<file path="src/rtl/mux_pkg.sv">
// Shared constants and helpers for the N:1 registered mux / arbiter.
package mux_pkg;

    localparam int MUX_MODE_SEL = 0;
    localparam int MUX_MODE_RR  = 1;

    // Select-index width; never narrower than one bit.
    function automatic int clog2_min1(input int n);
        int r;
        r = 0;
        while ((1 << r) < n) r++;
        return (r < 1) ? 1 : r;
    endfunction

endpackage

</file>
<file path="src/rtl/rr_arbiter.sv">
// Combinational round-robin arbiter: first requester at or after ptr, cyclically.
module rr_arbiter #(
    parameter int N     = 4,
    parameter int SEL_W = 2
) (
    input  logic [N-1:0]     req,
    input  logic [SEL_W-1:0] ptr,
    output logic [N-1:0]     gnt,
    output logic [SEL_W-1:0] gnt_idx,
    output logic             gnt_any
);

    int idx;
    int win;

    // Scan offsets from farthest to nearest so the nearest requester wins last.
    always_comb begin
        gnt     = '0;
        gnt_any = 1'b0;
        idx     = 0;
        win     = 0;
        for (int k = N - 1; k >= 0; k--) begin
            idx = int'(ptr) + k;
            if (idx >= N) idx = idx - N;
            if (req[idx]) begin
                gnt_any = 1'b1;
                win     = idx;
            end
        end
        if (gnt_any) gnt[win] = 1'b1;
        gnt_idx = win[SEL_W-1:0];
    end

endmodule

</file>
<file path="src/rtl/mux_arb_nx1.sv">
// N-input registered multiplexer with valid/ready, explicit-select or round-robin grant.
module mux_arb_nx1
    import mux_pkg::*;
#(
    parameter  int WIDTH = 32,
    parameter  int N     = 4,
    parameter  int MODE  = MUX_MODE_SEL,
    localparam int SEL_W = clog2_min1(N)
) (
    input  logic               clk,
    input  logic               rst_n,
    input  logic [N*WIDTH-1:0] in_data,
    input  logic [N-1:0]       in_valid,
    output logic [N-1:0]       in_ready,
    input  logic [SEL_W-1:0]   sel,
    output logic [WIDTH-1:0]   out_data,
    output logic [SEL_W-1:0]   out_ch,
    output logic               out_valid,
    input  logic               out_ready
);

    logic             load;
    logic             xfer;
    logic [N-1:0]     gnt;
    logic [SEL_W-1:0] gnt_idx;
    logic             gnt_any;
    logic [WIDTH-1:0] data_mux;

    logic [WIDTH-1:0] data_reg;
    logic [SEL_W-1:0] ch_reg;
    logic             valid_reg;

    // Combinational out_ready -> in_ready path is deliberate: no bubble on refill.
    assign load = !valid_reg || out_ready;
    assign xfer = gnt_any && load && (|(in_valid & gnt));

    generate
        if (MODE == MUX_MODE_RR) begin : g_rr
            logic [SEL_W-1:0] ptr_reg;
            logic [SEL_W-1:0] ptr_next;
            logic             unused_sel;

            assign unused_sel = ^sel;

            rr_arbiter #(
                .N     (N),
                .SEL_W (SEL_W)
            ) u_arb (
                .req     (in_valid),
                .ptr     (ptr_reg),
                .gnt     (gnt),
                .gnt_idx (gnt_idx),
                .gnt_any (gnt_any)
            );

            // Explicit wrap keeps the pointer in range for non-power-of-2 N.
            always_comb begin
                ptr_next = ptr_reg;
                if (xfer) ptr_next = (int'(gnt_idx) == N - 1) ? '0 : gnt_idx + 1'b1;
            end

            always_ff @(posedge clk or negedge rst_n) begin
                if (!rst_n) ptr_reg <= '0;
                else        ptr_reg <= ptr_next;
            end
        end else begin : g_sel
            assign gnt_any = (int'(sel) < N);
            assign gnt_idx = sel;
            for (genvar gi = 0; gi < N; gi++) begin : g_onehot
                assign gnt[gi] = gnt_any && (int'(sel) == gi);
            end
        end
    endgenerate

    for (genvar gi = 0; gi < N; gi++) begin : g_ready
        assign in_ready[gi] = gnt[gi] & load;
    end

    always_comb begin
        data_mux = '0;
        for (int i = 0; i < N; i++) begin
            data_mux = data_mux | (in_data[i*WIDTH +: WIDTH] & {WIDTH{gnt[i]}});
        end
    end

    always_ff @(posedge clk or negedge rst_n) begin
        if (!rst_n) begin
            data_reg  <= '0;
            ch_reg    <= '0;
            valid_reg <= 1'b0;
        end else if (load) begin
            if (xfer) begin
                data_reg  <= data_mux;
                ch_reg    <= gnt_idx;
                valid_reg <= 1'b1;
            end else begin
                valid_reg <= 1'b0;
            end
        end
    end

    assign out_data  = data_reg;
    assign out_ch    = ch_reg;
    assign out_valid = valid_reg;

endmodule

</file>
<file path="config.mk">
export PLATFORM = sky130hd
export DESIGN_NAME = mux_arb_nx1
export DESIGN_NICKNAME = d
export VERILOG_FILES = /design/src/rtl/mux_pkg.sv /design/src/rtl/rr_arbiter.sv /design/src/rtl/mux_arb_nx1.sv
export SDC_FILE = /design/constraint.sdc
export NUM_CORES = 1
export LEC_CHECK = 0
export ABC_AREA = 1
export CAP_MARGIN = 20
export CORE_MARGIN = 2
export CORE_UTILIZATION = 40
export DETAILED_ROUTE_END_ITERATION = 10
export PLACE_DENSITY_LB_ADDON = 0.08
export SLEW_MARGIN = 20
export SYNTH_ARGS = -nofsm -noshare
export SYNTH_HDL_FRONTEND = slang
export SYNTH_SLANG_ARGS = --single-unit
</file>
<file path="constraint.sdc">
create_clock -name clk -period 2.4 [get_ports clk]
set_input_delay 0.48 -clock clk [delete_from_list [all_inputs] [get_ports clk]]
set_output_delay 0.48 -clock clk [all_outputs]
set_load 0.01 [all_outputs]
</file>
==> flow_summary.ini <==
[run_status]
outcome = complete, no violations

[cells_and_area]
design.final.nets = 756
n_antenna_cell = 0
final_design_area_no_fill_um2 = 4600
layout-drive-gt1-share = 0.0500
layout.cells.non_filler = 700
area_delta_synth_final_pct = 66.8

[timing]
min_period_ns = 2.32
final_max_slew_viol_count = 0
timing.final.crit_share = 0.967
hold_violations = 0
max_freq_mhz = 431
skew_ns = 0.00417
unrepaired_setup_endpoints_after_global_routing = false
worst_hold_slack_ns = 0.279
slew_headroom = 0.391
timing_worst_slew_pin_value_ns = 0.909
totalNegativeSetupSlack_ns = 0
report.final.setup_viol = 0

[yosys]
ys_types = 16
post-synth-top-area-fraction = 0.318
area_of_the_mapped_netlist_um2 = 2760
syn_warnings = 0
avgSynthCellArea_um2 = 5.99
synth_seq_cells = 35
ys_seq_area_frac = 0.318
synthesis.instances = 460
mappedNetlistNets = 597
synth_largest_area_cell = dfrtp_1
top_area_cells_in_the_synthesized_netlist = dfrtp_1, nand2_1, nand3_1, inv_1, buf_2

[clock_tree]
clk_latency_ns = 0.29
cts_tree = yes
post_cts_buffers = 0
cts_root_buf = clkbuf_8
clkSinkCount = 35
path_clk_slew_ns = 0.07
cts_inserted_buffers = 5
clk_path_buf_depth = 2
postCtsHoldBufs = 0
cts.repair.resized = 0
ctsHtreeMaxLevel = 2

[pwr]
power.density_nw_per_um2 = 520
maximum_ir_drop_on_the_vdd_rail_uv = 211
power.total_uw = 2390
cellLeakagePower_uw = 0.00233

[detailed_routing]
final_antenna_net_count = 0
detail_route.wl_per_cell_um = 13.4
totalWireLength_mm = 9.37
remaining_drc_errors = 0
detailedRoute.firstIterationViolations = 159
detail_route.vias_per_cell = 4.93
first_pass_iters = 5
routed-via-count = 3454

[critical_path]
cp.arrival_ns = 1.84
r2r-start = out_valid
worstPathMaxFanout = 5
critical_path_required_ns = 1.92
timing.critical_path.from = out_ready
setup.worst_path.start_class = input pin
critical_path.endpoint_type = output pin
crit_type = in -> out

[global_route]
grt-ovfl-total = 0
via_count_of_the_first_global_routing_pass = 3050
first_pass_grt_wire_length_mm = 14.4
gr-usage-all-layers = 0.242
antenna_found_initial = 0
maximum_number_of_pins_on_one_net_before_global_route_repair = 54

[floorplan]
std_cell_rows = 30
number_of_i_o_pins = 176
die_height_um = 87.0
initial_core_util = 0.410
dieArea_um2 = 7570
dieWidth_um = 87.0
core_area_um2 = 6720

[placed_design]
total_of_buffers_placed_on_input_and_output_ports = 175
dp_cells = 692
dp.final_hpwl_mm = 6.88
placed_area_um2 = 4480
gpl.final_weighted_congestion = 0.798

[min_path]
min_path_type = in -> async

[job]
cap_viol_max_count = 0
## Yosys cell counts
| cell type | instances |
|---|---|
| dfrtp_1 | 35 |
| buf_2 | 15 |
| nand2_4 | 1 |
| nand3_1 | 133 |
| nor3_1 | 4 |
| nor2_1 | 1 |
| nand4_1 | 5 |
| inv_2 | 4 |
| nand2_2 | 2 |
| buf_6 | 3 |
| o21ai_4 | 1 |
| nand2_1 | 183 |
| inv_1 | 56 |
| clkbuf_1 | 9 |
| buf_4 | 7 |
| nor2_4 | 1 |
## kinds of logic after synthesis
| family | synth area share |
|---|---|
| buffers and inverters | 0.153 |
| and+or+nand+nor | 0.524 |
| DFF | 0.318 |
| AOI/OAI and AO/OA | 0.00591 |
## registers in the layout, indices dropped and copies added, names as in the netlist
signal / cells
out_ch: 2
out_data: 32
out_valid: 1
## critical path, cell delays in order
cell and delay (ns):
clkdlybuf4s50_1 0.46, nor2_1 0.10, nor3_1 0.22, clkdlybuf4s50_1 0.58
## per-stage QoR
step	util	worst slack, ns
floorplan	-	0.657
global placement	0.667	0.126
detailed placement	0.667	0.0931
CTS	0.684	0.0925
global route	0.684	0.0573
finish	0.684	0.0802
## layout by cell type (no fill, tap or decap)
master	n
nand4_1	5
buf_4	11
buf_2	3
nor3_1	4
clkdlybuf4s50_1	172
nand3_1	133
nand2_1	183
nand2_2	2
clkinv_2	1
dfrtp_1	35
inv_1	56
nor2_1	1
nand2_4	1
o21ai_4	1
inv_2	4
clkbuf_8	6
bufinv_16	1
nor2_4	1
## final timing paths
check | slack (ns) | end | depth (start not counted)
max | 0.08 | in_ready[0] | 4
min | 0.28 | out_data[10] | 1
max reg2reg | 0.64 | out_data[25] | 6
min reg2reg | 0.48 | out_ch[1] | 2
max in group asynchronous | 1.60 | out_data[12] | 1
min in group clk | 0.48 | out_ch[1] | 2
## final cells by class
cell class              count  area (µm²)
clock inverters             2        35.0
clock buffers               6        82.6
fillers                   611        2120
inverters                  60         225
multi-input cells         331        1460
repair buffers            186        1820
well taps                  80         100
flip-flops and latches     35         876
## power by group
part           internal [µW]  switching (µW)  total (µW)  leakage (µW)
clock                    336             219         555     0.0000612
sequential               727            78.0         805      0.000438
combinational            566             463        1030       0.00183
## layer usage
layer  global-route usage  wire (µm)  vias to the layer above
li1                     -          -                     1759
met1                0.294       3750                     1537
met2                0.419       4570                      143
met3               0.0635        854                       15
met4               0.0710        192                        0
met5                    0          0                        -
(Power assumes the default switching activity.)
